===== src/rtl/acct_table_shadow.sv =====
// Shadow/active access-control table: software programs the shadow bank over a
// simple register port, then a commit copies it one entry per cycle into the active bank.
module acct_table_shadow #(
  parameter int unsigned           NB_ENTRIES = 10,
  parameter int unsigned           DATA_WIDTH = 32,
  parameter int unsigned           ADDR_WIDTH = 12,
  parameter logic [DATA_WIDTH-1:0] RESET_VAL  = {DATA_WIDTH{1'b1}}
) (
  input  logic                             clk_i,
  input  logic                             rst_i,
  input  logic                             clear_i,
  input  logic                             req_i,
  input  logic                             we_i,
  input  logic [ADDR_WIDTH-1:0]            addr_i,
  input  logic [DATA_WIDTH-1:0]            wdata_i,
  output logic                             gnt_o,
  output logic                             rvalid_o,
  output logic [DATA_WIDTH-1:0]            rdata_o,
  output logic                             err_o,
  input  logic [NB_ENTRIES-1:0]            reglk_wr_i,
  input  logic [NB_ENTRIES-1:0]            reglk_rd_i,
  output logic [NB_ENTRIES*DATA_WIDTH-1:0] acc_ctrl_o,
  output logic                             commit_done_o
);

  localparam int unsigned IW = ADDR_WIDTH - 2;
  localparam int unsigned EW = (NB_ENTRIES > 1) ? $clog2(NB_ENTRIES) : 1;

  localparam logic [IW-1:0] CTRL_IDX    = IW'(NB_ENTRIES);
  localparam logic [IW-1:0] LOCK_IDX    = IW'(NB_ENTRIES + 1);
  localparam logic [IW-1:0] ACT_LO_IDX  = IW'(NB_ENTRIES + 2);
  localparam logic [IW-1:0] ACT_END_IDX = IW'(2 * NB_ENTRIES + 2);
  localparam logic [EW-1:0] LAST_ENTRY  = EW'(NB_ENTRIES - 1);

  typedef enum logic [1:0] {
    ST_IDLE = 2'd0,
    ST_COPY = 2'd1,
    ST_DONE = 2'd2
  } state_e;

  state_e                  state_q, state_d;
  logic [EW-1:0]           idx_q, idx_d;
  logic [DATA_WIDTH-1:0]   shadow_q [NB_ENTRIES];
  logic [DATA_WIDTH-1:0]   shadow_d [NB_ENTRIES];
  logic [DATA_WIDTH-1:0]   active_q [NB_ENTRIES];
  logic [DATA_WIDTH-1:0]   active_d [NB_ENTRIES];
  logic [NB_ENTRIES-1:0]   lock_q, lock_d;
  logic [15:0]             gen_q, gen_d;
  logic                    rvalid_q, rvalid_d;
  logic                    err_q, err_d;
  logic [DATA_WIDTH-1:0]   rdata_q, rdata_d;
  logic                    done_q, done_d;

  logic [IW-1:0]           word_idx_s;
  logic [IW-1:0]           act_off_s;
  logic [EW-1:0]           sh_sel_s;
  logic [EW-1:0]           act_sel_s;
  logic                    is_shadow_s;
  logic                    is_ctrl_s;
  logic                    is_lock_s;
  logic                    is_active_s;
  logic [NB_ENTRIES-1:0]   eff_lock_s;
  logic                    busy_s;
  logic [DATA_WIDTH-1:0]   ctrl_word_s;
  logic                    unused_addr_s;

  assign word_idx_s    = addr_i[ADDR_WIDTH-1:2];
  assign act_off_s     = word_idx_s - ACT_LO_IDX;
  assign sh_sel_s      = EW'(word_idx_s);
  assign act_sel_s     = EW'(act_off_s);
  assign is_shadow_s   = (word_idx_s < CTRL_IDX);
  assign is_ctrl_s     = (word_idx_s == CTRL_IDX);
  assign is_lock_s     = (word_idx_s == LOCK_IDX);
  assign is_active_s   = (word_idx_s >= ACT_LO_IDX) && (word_idx_s < ACT_END_IDX);
  assign eff_lock_s    = reglk_wr_i | lock_q;
  assign busy_s        = (state_q != ST_IDLE);
  assign ctrl_word_s   = DATA_WIDTH'({gen_q, 14'd0, busy_s, 1'b0});
  assign unused_addr_s = ^addr_i[1:0];

  // Bus decode, commit sequencing and soft clear, all folded into next-state values.
  always_comb begin
    state_d  = state_q;
    idx_d    = idx_q;
    shadow_d = shadow_q;
    active_d = active_q;
    lock_d   = lock_q;
    gen_d    = gen_q;
    rvalid_d = 1'b0;
    err_d    = 1'b0;
    rdata_d  = '0;
    done_d   = 1'b0;

    case (state_q)
      ST_IDLE: begin
        if (req_i) begin
          rvalid_d = 1'b1;
          if (we_i) begin
            if (is_shadow_s) begin
              if (eff_lock_s[sh_sel_s]) begin
                err_d = 1'b1;
              end else begin
                shadow_d[sh_sel_s] = wdata_i;
              end
            end else if (is_ctrl_s) begin
              if (wdata_i[0]) begin
                state_d = ST_COPY;
                idx_d   = '0;
              end else begin
                state_d = ST_IDLE;
              end
            end else if (is_lock_s) begin
              lock_d = lock_q | NB_ENTRIES'(wdata_i);
            end else begin
              err_d = 1'b1;
            end
          end else begin
            if (is_shadow_s) begin
              rdata_d = reglk_rd_i[sh_sel_s] ? '0 : shadow_q[sh_sel_s];
            end else if (is_ctrl_s) begin
              rdata_d = ctrl_word_s;
            end else if (is_lock_s) begin
              rdata_d = DATA_WIDTH'(lock_q);
            end else if (is_active_s) begin
              rdata_d = reglk_rd_i[act_sel_s] ? '0 : active_q[act_sel_s];
            end else begin
              err_d = 1'b1;
            end
          end
        end else begin
          rvalid_d = 1'b0;
        end
      end
      ST_COPY: begin
        // Locks are sampled per entry as it is copied, so late locks still protect later entries.
        if (!eff_lock_s[idx_q]) begin
          active_d[idx_q] = shadow_q[idx_q];
        end else begin
          active_d[idx_q] = active_q[idx_q];
        end
        if (idx_q == LAST_ENTRY) begin
          state_d = ST_DONE;
          idx_d   = '0;
          done_d  = 1'b1;
        end else begin
          idx_d = EW'(idx_q + 1'b1);
        end
      end
      ST_DONE: begin
        gen_d   = gen_q + 16'd1;
        state_d = ST_IDLE;
      end
      default: begin
        state_d = ST_IDLE;
        idx_d   = '0;
      end
    endcase

    if (clear_i) begin
      state_d  = ST_IDLE;
      idx_d    = '0;
      lock_d   = '0;
      gen_d    = 16'd0;
      rvalid_d = 1'b0;
      err_d    = 1'b0;
      rdata_d  = '0;
      done_d   = 1'b0;
      for (int i = 0; i < NB_ENTRIES; i++) begin
        shadow_d[i] = RESET_VAL;
        active_d[i] = RESET_VAL;
      end
    end else begin
      state_d = state_d;
    end
  end

  // State and output registers with asynchronous reset.
  always_ff @(posedge clk_i or posedge rst_i) begin
    if (rst_i) begin
      state_q  <= ST_IDLE;
      idx_q    <= '0;
      lock_q   <= '0;
      gen_q    <= 16'd0;
      rvalid_q <= 1'b0;
      err_q    <= 1'b0;
      rdata_q  <= '0;
      done_q   <= 1'b0;
      for (int i = 0; i < NB_ENTRIES; i++) begin
        shadow_q[i] <= RESET_VAL;
        active_q[i] <= RESET_VAL;
      end
    end else begin
      state_q  <= state_d;
      idx_q    <= idx_d;
      lock_q   <= lock_d;
      gen_q    <= gen_d;
      rvalid_q <= rvalid_d;
      err_q    <= err_d;
      rdata_q  <= rdata_d;
      done_q   <= done_d;
      shadow_q <= shadow_d;
      active_q <= active_d;
    end
  end

  for (genvar g = 0; g < NB_ENTRIES; g++) begin : g_acc
    assign acc_ctrl_o[g*DATA_WIDTH +: DATA_WIDTH] = active_q[g];
  end

  assign gnt_o         = req_i && (state_q == ST_IDLE);
  assign rvalid_o      = rvalid_q;
  assign err_o         = err_q;
  assign rdata_o       = rdata_q;
  assign commit_done_o = done_q;

endmodule

===== config.mk =====
export PLATFORM = sky130hd
export DESIGN_NAME = acct_table_shadow
export DESIGN_NICKNAME = d
export VERILOG_FILES = /design/src/rtl/acct_table_shadow.sv
export SDC_FILE = /design/constraint.sdc
export NUM_CORES = 2
export LEC_CHECK = 0
export ABC_CLOCK_PERIOD_IN_PS = 57400
export CORE_MARGIN = 2
export CORE_UTILIZATION = 50
export DETAILED_ROUTE_END_ITERATION = 10
export DONT_BUFFER_PORTS = 1
export SETUP_SLACK_MARGIN = 0.3
export SLEW_MARGIN = 40
export SYNTH_ARGS = -nofsm -noshare
export SYNTH_HDL_FRONTEND = slang
export SYNTH_SLANG_ARGS = --single-unit

===== constraint.sdc =====
create_clock -name clk_i -period 57.4 [get_ports clk_i]
set_input_delay 8.61 -clock clk_i [delete_from_list [all_inputs] [get_ports clk_i]]
set_output_delay 8.61 -clock clk_i [all_outputs]
set_load 0.01 [all_outputs]

# After elaboration in Yosys (flattened, before gate mapping)
# Index checks and enable logic that the tools add are counted.
[word_totals]
elab_cells = 168
inputBits = 69
out_inout_bits = 356
ff_bits = 707
[classes]
eq_ne = 15
muxes = 89
magnitude_cmp = 11
bitwise = 5
add_sub_neg = 3
n_reduce_logical = 17
[ops]
columns = ["cell", "count"]
rows = [
  ["2-to-1 mux 320 bit", 9],
  ["bitwise mux 320 bit", 3],
  ["2-to-1 mux 32 bit", 20],
  ["binary-select mux 32 bit (select 4 bit)", 4],
  ["demux 32 bit (select 4 bit)", 2],
  ["2-to-1 mux 10 bit", 7],
  ["2-to-1 mux 16 bit", 2],
  ["2-to-1 mux 4 bit", 7],
  ["2-to-1 mux 1 bit", 23],
  ["== test 10 x 4 -> 1 bit (second input constant)", 2],
  ["OR 10 bit", 2],
  ["inequality test 3 bit (second input constant)", 6],
  ["adder 16 x 1 -> 16 bit (second input constant)", 1],
  ["binary-select mux 1 bit (select 4 bit)", 4],
  ["nonzero test 2 bit", 8],
  ["greater-or-equal comparator 5 bit (second input constant)", 3],
  ["less-than comparator 4 x 5 -> 1 bit (second input constant)", 3],
  ["inverter 4 -> 5 bit", 3],
  ["2-to-1 mux 2 bit", 6],
  ["one-hot mux 4 bit (3 select lines)", 1],
  ["AND reduction 6 bit", 2],
  ["greater-or-equal comparator 10 x 4 -> 1 bit (second input constant)", 1],
  ["less-than comparator 10 x 4 -> 1 bit (second input constant)", 1],
  ["less-than comparator 10 x 5 -> 1 bit (second input constant)", 1],
  ["11 further kinds", 19],
]

# Longest topological paths before layout
[depth]
ltp_word = 14
depth_mapped = 11
depth_no_buf = 7

# Worst setup path after synthesis
# No wires, ideal clock.
[synth_timing]
path_type = "input to output"
from = "input port req_i"
to = "output port gnt_o"
path_buffers = 0
t_arrival_ps = 8765
t_required_ps = 48790
path_slack_ps = 40025
path_stages = 1
path_cell_list = "and2_1"
[synth_via]
elab_chain_len = 1
[synth_rtl]
columns = ["item", "line_no", "source"]
rows = [
  ["start: declaration", "12", "input logic req_i,"],
  ["logical AND 1 bit", "209", "assign gnt_o = req_i && (state_q == ST_IDLE);"],
  ["end: declaration", "16", "output logic gnt_o,"],
]
# Every way passes these cells.

# Final worst setup path
# Ends and elaborated chain as after synthesis.

==> impl_metrics.tcl <==
set metrics [dict create \
    outcome "finished, violations left" \
    violations "slew limit" \
    clkPwrFrac 0.483 \
    cts_sinks 707 \
    timing.fmax_mhz 57.05 \
    dpl.hpwl_mm 90.36 \
    hold_buffers 0 \
    power_density_nw_per_um2 25.10 \
    cap_violations 0 \
    grt_max_degree 496 \
    cp_slowest_cell "and2_1" \
    routed_wl_mm 145.6 \
    seq_power_share 0.466 \
    peakVddDrop_v 0.00001978 \
    dieArea_um2 80670 \
    cts-resized-gates 0 \
    vias 30120 \
    yosysUniqueCellTypes 69 \
    clock_path_buffers 3 \
    synth_nets 3549 \
    p_sw_mw 0.2527 \
    worstSkewPairLatency_ns 0.64 \
    crit_buf_inv 0 \
    drt_iter0_drc 3079 \
    wl_per_cell_um 32.81 \
    setup_violations 0 \
    tightest_slew_ns 2.256 \
    p_int_mw 0.8223 \
    p_comb_frac 0.050 \
    synthesis.area_um2 39210 \
    slew_headroom -0.5043 \
    grt_overflow 0 \
    leakage_nw 17.21 \
    start_kind "input pin" \
    syn_area_per_cell_um2 11.28 \
    row_count 102 \
    grt_first_pass_wirelength_mm 212.5 \
    viasPerCell 6.789 \
    required_ns 48.79 \
    cts_tree "built" \
    ys.warnings.count 0 \
    root_buffer "clkbuf_16" \
    synth-edff-count 0 \
    cts-buffers-inserted 79 \
    grt_use_total 0.3551 \
    switching_share 0.2351 \
    ys_seq_elements 707 \
    ant_nets 0 \
    die_h_um 284.0 \
    start_util 0.5053 \
    async_flop_share 1.000 \
    drive_gt1_frac 0.3406 \
    die_x_um 284.0 \
    ys_seq_area_frac 0.4717 \
    period_needed_ns 17.53 \
    rsz0062_at_grt "no" \
    endpoint_kind "output pin" \
    clk_pin_slew_ns 0.06 \
    grt_pass1_vias 30090 \
    core_um2 77590 \
    final_util 0.5520 \
    synthFlopType "dfstp_2" \
    gp_congestion 0.9192 \
    path_max_fanout 5 \
    crit_path_max_incr_delay_ns 0.31 \
    firstDrtPassIters 6 \
    fin_tns_setup_ns 0 \
    port_buffers 0 \
    worstSetupPathType "in2out" \
    hp-class "reg2reg" \
    finClkSkew_ns 0.03041 \
    drc_errors 0 \
    final_nets 3403 \
    hold_violations 0 \
    cp_cell_sequence "and2_1" \
    fin_crit_sh 0.3054 \
    path_delay_family "simple AND/OR/NAND/NOR gates" \
    fillers 6618 \
    num_io_pins 425 \
    area_growth_pct 9.252 \
    final-max-slew-violation-count 330 \
    htree_levels 3 \
    post_cts_buffers 0 \
    worstPathArrival_ns 8.92 \
    antenna_found_initial 10 \
    syn_inst 3475 \
]
[placed cells by master (no fill, tap or decap), types with 50 or more instances in the layout]
cell       count
clkbuf_16     83
mux2i_1      611
a21oi_1      313
mux4_2       171
buf_4         55
nor2_1       655
o22a_1        56
nand2_1       51
o21ai_0      113
mux2_2        50
dfstp_2      640
o22ai_1       95
dfrtp_1       65
[cell families (layout without fill, tap and decap cells)]
family / count (synthesis) / after routing / share of synthesized area
buf+inv: 311 / 227 / 0.03705
compound gates: 766 / 766 / 0.1267
simple gates: 834 / 834 / 0.08767
xor+xnor: 12 / 12 / 0.002681
mux: 840 / 840 / 0.2726
other cells: 0 / 6 / 0
fa+ha+maj: 5 / 5 / 0.001596
flops: 707 / 707 / 0.4717
[state kept, by name (all words and copies together), names as in the netlist]
register	flops
acc_ctrl_o	320
commit_done_o	1
err_o	1
gen_q	16
idx_q	4
lock_q	10
rdata_o	32
rvalid_o	1
shadow_q	320
state_q	2
[stage by stage]
stage	power [mW]	cells	hold WS (ns)	area [µm²]	setup slack (ns)
2_1_floorplan	0.5488	3475	0.4854	39210	30.02
3_3_place_gp	0.5591	4274	0.5054	39770	39.87
3_5_place_dp	0.5606	4283	0.5126	40060	39.87
4_1_cts	1.078	4426	0.5228	42690	39.87
5_1_grt	1.104	4431	0.5427	42820	39.82
6_report	1.075	4437	0.5224	42830	39.87
[power groups by stage]
stage | sequential (mW) | clock, mW | combinational [mW]
finish | 0.501 | 0.520 | 0.0542
global route | 0.501 | 0.546 | 0.0564
CTS | 0.501 | 0.525 | 0.0523
detailed placement | 0.508 | 0 | 0.0522
global placement | 0.508 | 0 | 0.0507
floorplan | 0.507 | 0 | 0.0418
[worst register-to-register path, delay by kind of cell, from the launching register on]
kind	cells	cell delay [ns]
flip-flops	1	0.81
buffers and inverters	3	1.72
AO/OA/AOI/OAI	2	0.82
multiplexers	2	1.06
[path summary, 6_finish.rpt]
kind                            depth (start not counted)               to  slack [ns]           from
worst max-delay path                                    1            gnt_o       39.87          req_i
worst min-delay path                                    2    shadow_q[279]        0.52  shadow_q[279]
worst max register to register                          7  acc_ctrl_o[233]       52.90       idx_q[0]
worst min register to register                          2    shadow_q[279]        0.52  shadow_q[279]
max in group asynchronous                               4        lock_q[4]       47.08          rst_i
min in group asynchronous                               1         gen_q[7]        7.98          rst_i
[final cells by class]
type,count,area (µm²),share of cell area
inverter,7,38.79,0.0009056
sequential,707,18500,0.4319
antenna,6,15.01,0.0003505
tap,1040,1301,0.03038
timing repair buffer,77,812.0,0.01896
clock buffer,128,2466,0.05758
multi-input combinational,2457,19530,0.4561
clock inverter,15,165.2,0.003856
[layer usage]
metal | part of all wire | wire length [µm] | track usage
met1 | 0.38 | 55990 | 0.4569
met2 | 0.45 | 65070 | 0.5377
met3 | 0.12 | 17880 | 0.1305
met4 | 0.045 | 6575 | 0.1564
met5 | 0.00041 | 60 | 0
[synth_stat cells (15+ instances only)]
library cell / instances / area share
mux2i_1: 612 / 0.16
dfrtp_1: 67 / 0.043
a221oi_1: 27 / 0.0060
and3_1: 15 / 0.0024
nand2_1: 51 / 0.0049
nor2_1: 661 / 0.063
buf_2: 81 / 0.010
o22ai_1: 95 / 0.015
a21oi_1: 314 / 0.040
clkbuf_1: 169 / 0.016
mux2_2: 50 / 0.014
a211oi_1: 64 / 0.012
buf_6: 18 / 0.0052
nor3_1: 38 / 0.0049
buf_1: 23 / 0.0022
a21bo_2: 24 / 0.0061
mux4_2: 171 / 0.098
a221o_1: 25 / 0.0064
o21ai_0: 113 / 0.014
dfstp_2: 640 / 0.43
o22a_1: 56 / 0.013
(Power assumes the default switching activity.)
